<file path="config.mk">
export PLATFORM = sky130hd
export DESIGN_NAME = l2_cache_ctrl
export DESIGN_NICKNAME = d
export VERILOG_FILES = /design/src/rtl/l2_cache_ctrl.sv
export SDC_FILE = /design/constraint.sdc
export NUM_CORES = 2
export LEC_CHECK = 0
export BUFFER_PORTS_ARGS = -buffer_cell sky130_fd_sc_hd__buf_2
export CAP_MARGIN = 20
export CORE_AREA = 2 2 651 653
export DETAILED_ROUTE_END_ITERATION = 10
export DIE_AREA = 0 0 653 655
export PLACE_DENSITY = 0.41
export SLEW_MARGIN = 20
export SYNTH_ARGS = -nofsm -noshare
export SYNTH_HDL_FRONTEND = slang
export SYNTH_SLANG_ARGS = --single-unit
</file>
<file path="constraint.sdc">
create_clock -name clk -period 31.8 [get_ports clk]
set_clock_uncertainty 0.05 [all_clocks]
set_input_delay 0 -clock clk [delete_from_list [all_inputs] [get_ports clk]]
set_output_delay 0 -clock clk [all_outputs]
set_load 0.01 [all_outputs]
</file>
<file path="src/rtl/l2_cache_ctrl.sv">
// Single-requester L2 controller: lookup, hit service, dirty-victim writeback and
// line fill over array port A, with a post-reset invalidation sweep of every set.
module l2_cache_ctrl #(
  parameter int unsigned DATA_WIDTH  = 256,
  parameter int unsigned ADDR_WIDTH  = 32,
  parameter int unsigned INDEX_WIDTH = 9,
  parameter int unsigned LINE_BITS   = 5,
  parameter int unsigned ASSOC_BITS  = 2,
  localparam int unsigned WAYS       = 1 << ASSOC_BITS,
  localparam int unsigned TAG_BITS   = ADDR_WIDTH - INDEX_WIDTH - LINE_BITS
) (
  input  logic                  clk,
  input  logic                  reset,
  input  logic                  req_valid,
  output logic                  req_ready,
  input  logic                  req_we,
  input  logic [ADDR_WIDTH-1:0] req_addr,
  input  logic [DATA_WIDTH-1:0] req_wdata,
  output logic                  resp_valid,
  output logic [DATA_WIDTH-1:0] resp_rdata,
  output logic [ADDR_WIDTH-1:0] c_addr,
  output logic [DATA_WIDTH-1:0] c_data,
  output logic [WAYS-1:0]       c_we,
  output logic [WAYS-1:0]       c_sel,
  output logic [WAYS-1:0]       c_dirty,
  output logic [WAYS-1:0]       c_valid,
  output logic                  c_valid_in,
  input  logic [WAYS-1:0]       c_hit,
  input  logic [WAYS-1:0]       c_dirty_out,
  input  logic [TAG_BITS-1:0]   c_tag_out,
  input  logic [DATA_WIDTH-1:0] c_q,
  output logic                  mem_req_valid,
  input  logic                  mem_req_ready,
  output logic                  mem_req_we,
  output logic [ADDR_WIDTH-1:0] mem_req_addr,
  output logic [DATA_WIDTH-1:0] mem_req_wdata,
  input  logic                  mem_resp_valid,
  input  logic [DATA_WIDTH-1:0] mem_resp_rdata
);

  localparam int unsigned SETS = 1 << INDEX_WIDTH;

  typedef enum logic [3:0] {
    S_INIT, S_IDLE, S_LOOKUP, S_COMPARE, S_WB,
    S_FILL_REQ, S_FILL_WAIT, S_FILL_WR, S_RESP
  } state_t;

  state_t state, state_nx;

  logic [INDEX_WIDTH-1:0] sweep;
  logic [TAG_BITS-1:0]    tag_q, wb_tag_q;
  logic [INDEX_WIDTH-1:0] index_q;
  logic                   we_q;
  logic [DATA_WIDTH-1:0]  wdata_q, data_q;
  logic [ASSOC_BITS-1:0]  victim_q;
  logic [ASSOC_BITS-1:0]  rr [SETS];

  logic                   hit_any;
  logic [ASSOC_BITS-1:0]  hit_way, victim;
  logic                   unused_offset;

  // Requests are full lines, so the byte offset never matters.
  assign unused_offset = ^req_addr[LINE_BITS-1:0];

  // Lowest-numbered hitting way wins.
  always_comb begin
    hit_way = '0;
    for (int i = int'(WAYS) - 1; i >= 0; i--)
      if (c_hit[i]) hit_way = ASSOC_BITS'(i);
  end

  assign hit_any    = |c_hit;
  assign victim     = rr[index_q];
  assign c_valid_in = (state == S_COMPARE);
  assign c_addr     = (state == S_INIT) ? {TAG_BITS'(0), sweep, LINE_BITS'(0)}
                                        : {tag_q, index_q, LINE_BITS'(0)};

  always_ff @(posedge clk) begin
    if (reset) begin
      state <= S_INIT;
      sweep <= '0;
    end else begin
      state <= state_nx;
      if (state == S_INIT) sweep <= sweep + 1'b1;
    end
  end

  // Request, victim and line-data capture.
  always_ff @(posedge clk) begin
    if (!reset) begin
      if (state == S_IDLE && req_valid) begin
        tag_q   <= req_addr[ADDR_WIDTH-1 -: TAG_BITS];
        index_q <= req_addr[LINE_BITS +: INDEX_WIDTH];
        we_q    <= req_we;
        wdata_q <= req_wdata;
      end
      if (state == S_COMPARE) begin
        data_q <= c_q;
        if (!hit_any) begin
          victim_q <= victim;
          wb_tag_q <= c_tag_out;
        end
      end
      if (state == S_FILL_WAIT && mem_resp_valid) data_q <= mem_resp_rdata;
    end
  end

  // Round-robin victim pointers: cleared by the sweep, advanced only by fills.
  always_ff @(posedge clk) begin
    if (!reset) begin
      if (state == S_INIT)         rr[sweep]   <= '0;
      else if (state == S_FILL_WR) rr[index_q] <= ASSOC_BITS'(victim_q + 1'b1);
    end
  end

  always_comb begin
    state_nx      = state;
    req_ready     = 1'b0;
    resp_valid    = 1'b0;
    resp_rdata    = '0;
    c_we          = '0;
    c_sel         = '0;
    c_dirty       = '0;
    c_valid       = '0;
    c_data        = wdata_q;
    mem_req_valid = 1'b0;
    mem_req_we    = 1'b0;
    mem_req_addr  = {tag_q, index_q, LINE_BITS'(0)};
    mem_req_wdata = '0;
    // Reset masks every side effect so no array or memory activity leaks through.
    if (!reset) begin
      unique case (state)
        S_INIT: begin
          c_we = '1;
          if (&sweep) state_nx = S_IDLE;
        end
        S_IDLE: begin
          req_ready = 1'b1;
          if (req_valid) state_nx = S_LOOKUP;
        end
        S_LOOKUP: state_nx = S_COMPARE;
        S_COMPARE: begin
          c_sel = '1;
          if (hit_any) begin
            c_sel = WAYS'(1) << hit_way;
            if (we_q) begin
              c_we    = WAYS'(1) << hit_way;
              c_valid = '1;
              c_dirty = '1;
            end
            state_nx = S_RESP;
          end else begin
            c_sel    = WAYS'(1) << victim;
            state_nx = c_dirty_out[victim] ? S_WB : S_FILL_REQ;
          end
        end
        S_WB: begin
          mem_req_valid = 1'b1;
          mem_req_we    = 1'b1;
          mem_req_addr  = {wb_tag_q, index_q, LINE_BITS'(0)};
          mem_req_wdata = data_q;
          if (mem_req_ready) state_nx = S_FILL_REQ;
        end
        S_FILL_REQ: begin
          mem_req_valid = 1'b1;
          if (mem_req_ready) state_nx = S_FILL_WAIT;
        end
        S_FILL_WAIT: if (mem_resp_valid) state_nx = S_FILL_WR;
        S_FILL_WR: begin
          c_we     = WAYS'(1) << victim_q;
          c_valid  = '1;
          c_dirty  = {WAYS{we_q}};
          c_data   = we_q ? wdata_q : data_q;
          state_nx = S_RESP;
        end
        S_RESP: begin
          resp_valid = 1'b1;
          resp_rdata = we_q ? '0 : data_q;
          state_nx   = S_IDLE;
        end
        default: state_nx = S_INIT;
      endcase
    end
  end

endmodule
</file>
* Word-level counts from Yosys, hierarchy flattened *
Memory sizes are Yosys's and may differ from the RTL's. A register that Yosys moved wholly into a read port is not among the register bits.
Cells that the tools add are included.

storage, ports and cells
  flip-flop bits (word level) = 573
  memory bits (writable) = 1024
  input bits = 832
  output and inout port bits = 853
  word-level logic and storage cells = 102
  memories kept = 1

memory list
  name  depth  bits a word  rd ports  clocked after Yosys merged registers in  write ports  RTL line  RTL
  rr    512    2            1         1                                        1            56        logic [ASSOC_BITS-1:0] rr [SETS];

cells by class
  $add $sub $neg = 2
  $lt $le $gt $ge = 1
  eq/ne operators = 13
  shift operators = 3
  muxes and demuxes = 59
  bitwise gates (word level) = 2
  reduce and logical (&&, ||, !) cells = 12

operators by type and width
  kind                                                                           count
  256-bit 2-to-1 mux                                                             10
  32-bit 2-to-1 mux                                                              3
  4-bit 2-to-1 mux                                                               16
  4-bit case mux with 9 select lines                                             1
  1-bit 2-to-1 mux                                                               18
  9-bit 2-to-1 mux                                                               2
  4-bit by 3-bit equality test with 1-bit output (second input constant)         4
  4-bit case mux with 2 select lines                                             2
  4-bit case mux with 3 select lines                                             1
  1-bit by 2-bit left shift with 4-bit output (first input constant)             3
  2-bit 2-to-1 mux                                                               5
  9-bit by 1-bit adder with 9-bit output (second input constant)                 1
  9-bit AND reduction                                                            1
  4-bit by 2-bit equality test with 1-bit output (second input constant)         2
  2-bit inequality test (second input constant)                                  4
  5-bit AND reduction                                                            1
  4-bit by 1-bit equality test with 1-bit output (second input constant)         1
  4-bit equality test (second input constant)                                    1
  4-bit zero test                                                                1
  2-bit AND reduction                                                            2
  2-bit OR reduction                                                             2
  4-bit OR reduction                                                             1
  2-bit by 3-bit less-than comparator with 1-bit output (second input constant)  1
  3-bit AND reduction                                                            1
  other kinds (6)                                                                8

* Longest topological paths before layout *
  depth after elaboration = 9
  gate-level depth with buffers = 15
  depth with buffers taken out = 11

* Worst setup path before layout *
No wires, ideal clock.

  kind = register to register
  from = register state[2]
  to = memory rr[0][0], data pin
  setup time = 2.584 ns
  arrival time = 13.206 ns
  required time = 29.166 ns
  slack = 15.960 ns
  stages on the path, launching flop included = 8
  path buffers = 3
  clock period less this slack = 15.840 ns
  cell sequence = dfxtp_1 clkbuf_1 nor2b_1 and3_1 clkbuf_1 nand2b_1 clkbuf_1 nor2_1

between the ends
  word-level cells in the longest chain between the ends = 7
  elaborated cells on any way between the ends = 8
  classes of those cells = 1 x eq/ne; 5 x mux; 2 x reduce/logical

RTL lines
  what                                            RTL line  RTL
  start, declared                                 48        state_t state, state_nx;
  start signal, assigned                          83        state <= state_nx;
  4-bit by 3-bit equality test with 1-bit output  112       else if (state == S_FILL_WR) rr[index_q] <= ASSOC_BITS'(victim_q + 1'b1);
  1-bit 2-to-1 mux                                112
  1-bit 2-to-1 mux (*)                            111       if (state == S_INIT) rr[sweep] <= '0;
  1-bit 2-to-1 mux (*)                            110       if (!reset) begin
  1-bit 2-to-1 mux (implied by the code) (*)      112
  2-bit OR reduction (no line) (*)                n/a
  2-bit 2-to-1 mux (no line) (*)                  n/a
  end, declared                                   56

Every way passes the cells marked *; elsewhere a longest branch is shown, timed or not.

==> flow_metrics.env <==
export IMPL_p_per_area_nw_per_um2=47.29
export IMPL_finalNetCount=8436
export IMPL_synthDistinctLibCells=69
export IMPL_dieArea_um2=427700
export IMPL_vias=59390
export IMPL_netSwitchingPower_mw=1.245
export IMPL_initialDrtViolationCount=6876
export IMPL_clkPwrFrac_pct=47.0
export IMPL_hold_class="input port to flip-flop"
export IMPL_top_usage_layer="met2"
export IMPL_antenna_found_initial=425
export IMPL_clk_latency_ns=0.92
export IMPL_first_pass_iters=5
export IMPL_hpwl_um=467700
export IMPL_clock_sinks=1606
export IMPL_reg2reg_depth=13
export IMPL_path_buf_inv=4
export IMPL_endpoint_kind="flip-flop"
export IMPL_cap_violations=0
export IMPL_stdcell_count=13570
export IMPL_num_rows=239
export IMPL_antenna_left=0
export IMPL_die_width_um=653
export IMPL_place_inst=11370
export IMPL_path_delay_family="buffers and inverters"
export IMPL_crit_top_cell="dlygate4sd3_1"
export IMPL_critPathMaxFanout=88
export IMPL_setup_tns_ns=0
export IMPL_dieHeight_um=655
export IMPL_whs_ns=0.05420
export IMPL_start_kind="flip-flop"
export IMPL_coreArea_um2=421600
export IMPL_synth_area_leaders="edfxtp_1 (68%), mux2_2 (8.6%), mux4_2 (7.3%)"
export IMPL_viasPerCell=4.377
export IMPL_fin_crit_sh_pct=21.77
export IMPL_synthArstFlopShare_pct=0
export IMPL_drc=0
export IMPL_drive_gt1_share_pct=36.79
export IMPL_routed_wirelength_um=585400
export IMPL_grt_pass1_vias=57440
export IMPL_fin_crit_ns=6.924
export IMPL_rsz0062_at_grt="false"
export IMPL_p_leak_nw=40.23
export IMPL_slew_headroom_pct=18.91
export IMPL_drv_slew=0
export IMPL_synth_avg_cell_area_um2=15.91
export IMPL_crit_chain="buf_12, buf_4, nor2b_1, a22oi_1, nand2_1, a21oi_1, nor3_1, or4_4, nand2_2, mux2i_1, dlygate4sd3_1, a311o_1, dlygate4sd3_1"
export IMPL_io_pins=1685
export IMPL_nFillCells=44410
export IMPL_grtUsageMet1_pct=36.50
export IMPL_ctsHoldBuffers=1565
export IMPL_synth_edf_count=1584
export IMPL_yosysWarningCount=0
export IMPL_clock_fmax_mhz=144.4
export IMPL_status="completed"
export IMPL_post_dp_cell_area_um2=84830
export IMPL_drt_wirelength_per_cell_um=43.14
export IMPL_grt_max_degree=220
export IMPL_grtUsageMet2_pct=39.50
export IMPL_cts_root_buf="clkbuf_16"
export IMPL_overflow=0
export IMPL_ys_ff_latch=1606
export IMPL_cts_buffers=200
export IMPL_clk_pin_slew_ns=0.06
export IMPL_synthFlopType="edfxtp_1"
export IMPL_netlist_area_um2=70240
export IMPL_area_growth_pct=53.45
export IMPL_grt_pass1_wl_um=707900
export IMPL_yosys_area_top_type="edfxtp_1"
export IMPL_seqPwrFrac_pct=45.5
export IMPL_hold_path_depth=2
export IMPL_gp_congestion=1.003
export IMPL_swShare_pct=24.42
export IMPL_postLayoutCellArea_um2=107800
export IMPL_ctsLongestPathBuffers=4
export IMPL_worst_pin_slew_ns=1.216
export IMPL_grt_total_usage_pct=26.35
export IMPL_ir_drop_uv=41.67
export IMPL_path_depth=13
export IMPL_cts_resized=0
export IMPL_worstSetupPathType="flip-flop to flip-flop"
export IMPL_globalRouteMet3Util_pct=7.784
export IMPL_intPower_mw=3.853
export IMPL_syn_inst=4414
export IMPL_cpPeakStageDelay_ns=0.93
export IMPL_yosysSeqAreaShare_pct=68.34
export IMPL_cts_tree="yes"
export IMPL_cts_setup_buffers=0
export IMPL_setup_violations=0
export IMPL_cts_htree_levels=4
export IMPL_arrival_ns=7.64
export IMPL_slowest_stage="nor3_1"
export IMPL_cp_required_ns=32.51
export IMPL_hold_viol_final=0
export IMPL_combPwrFrac_pct=7.6
export IMPL_initial_core_util_pct=16.66
export IMPL_netlist_area_leader_share_pct=67.72
export IMPL_portBuffers=1669
sequential cells by signal, summed over array words and instances, names as in the netlist, named ones only:
register and cells:
wb_tag_q 18, index_q 9, data_q 256, sweep 9
state 4, tag_q 18, we_q 1, victim_q 2
wdata_q 256, rr 1024
kinds of logic (layout without fill, tap and decap cells):
logic type | count (synthesis) | count (layout) | share of synthesized area (%)
buffers and inverters | 354 | 3694 | 2.367
multiplexers | 847 | 847 | 17.17
AO/OA/AOI/OAI | 182 | 182 | 1.877
XOR/XNOR | 8 | 8 | 0.09974
adder cells (fa/ha/maj) | 6 | 6 | 0.1069
flip-flops | 1606 | 1606 | 68.34
AND/OR/NAND/NOR | 1410 | 1410 | 10.03
other | 1 | 273 | 0.005339
layout by cell type, fill, tap and decap left out, types with 10 or more instances in the layout:
cell / netlist / layout
nand3b_1: 13 / 13
o22ai_1: 13 / 13
clkinvlp_4: 0 / 11
and2_1: 286 / 285
nor3_1: 20 / 20
a22oi_1: 41 / 41
nand3_1: 29 / 29
bufinv_16: 0 / 21
edfxtp_1: 1584 / 1584
a31oi_1: 16 / 16
and3_1: 265 / 265
dfxtp_1: 22 / 17
conb_1: 1 / 10
nand2b_1: 19 / 15
mux2_2: 537 / 537
a21oi_1: 34 / 33
clkbuf_16: 0 / 202
clkinv_2: 0 / 36
a221oi_1: 18 / 18
buf_2: 33 / 1669
buf_4: 29 / 71
clkinv_1: 2 / 36
nand2_4: 0 / 12
nand2_1: 148 / 136
nor2_1: 560 / 553
nor2b_1: 23 / 21
clkbuf_1: 254 / 42
dlygate4sd3_1: 0 / 1567
a22o_1: 16 / 16
mux2i_1: 78 / 78
diode_2: 0 / 263
mux4_2: 229 / 229
routing by layer:
metal | vias to the layer above | part of all wire [%]
met5 | - | 0.067
met4 | 58 | 3.5
met3 | 869 | 8.9
met2 | 3415 | 43
met1 | 31430 | 44
li1 | 23620 | -
worst register-to-register path, stage by stage (launching register included):
cell           delay [ns]
dfxtp_4              0.86
buf_12               0.66
buf_4                0.83
nor2b_1              0.90
a22oi_1              0.21
nand2_1              0.13
a21oi_1              0.17
nor3_1               0.93
or4_4                0.36
nand2_2              0.12
mux2i_1              0.14
dlygate4sd3_1        0.56
a311o_1              0.35
dlygate4sd3_1        0.55
power groups by stage:
stage	registers, mW	logic, mW	clock network, mW
6_report	2.32	0.387	2.39
5_1_grt	2.32	0.397	2.51
4_1_cts	2.32	0.384	2.45
3_5_place_dp	2.36	0.203	0
3_3_place_gp	2.36	0.205	0
2_1_floorplan	2.36	0.0643	0
area by class of cell:
class                   count  area (um^2)  share of cell area (%)
clock buffers             244         5213                   4.836
flip-flops and latches   1606        48020                   44.55
well taps                5543         6935                   6.434
diodes                    263        658.1                  0.6106
clock inverters           123         1363                   1.264
repair buffers           3316        24730                   22.94
multi-input cells        2463        20810                   19.31
inverters                  11        56.30                 0.05223
per-stage QoR:
stage | power, mW | util [%] | setup slack (ns)
3_5_place_dp | 2.565 | 20.12 | 25.79
4_1_cts | 5.148 | 25.39 | 24.82
3_3_place_gp | 2.567 | 20.11 | 25.75
2_1_floorplan | 2.421 | - | 15.96
6_report | 5.098 | 25.56 | 24.88
5_1_grt | 5.221 | 25.47 | 24.53
cell usage after synthesis (all sizes together) (2+ instances only):
library cell,count
mux2i,78
a31oi,16
nand3b,13
nand2b,19
a221oi,19
or3,7
clkbuf,254
nor2,561
clkinv,2
nor4bb,2
nor2b,23
or4,5
o311ai,2
o32ai,2
nand4b,2
a41oi,2
and3,265
nor3b,4
nor4,8
a21oi,34
mux2,537
a211oi,6
nor3,20
xnor2,4
o211ai,5
ha,6
mux4,232
dfxtp,22
a22oi,41
buf,89
or2,5
a22o,16
and2,287
nand3,29
o22ai,13
o31ai,7
nand4,8
inv,9
xor2,4
edfxtp,1584
o21ai,7
nor4b,2
nand2,149
worst paths after layout:
| path | from | end | slack, ns |
|---|---|---|---|
| max | flip-flop | state[0] | 24.88 |
| min | req_wdata[155] | wdata_q[155] | 0.05 |
| min reg2reg | sweep[1] | sweep[1] | 0.51 |
| max reg2reg | flip-flop | state[0] | 24.88 |
(Power assumes the default switching activity.)
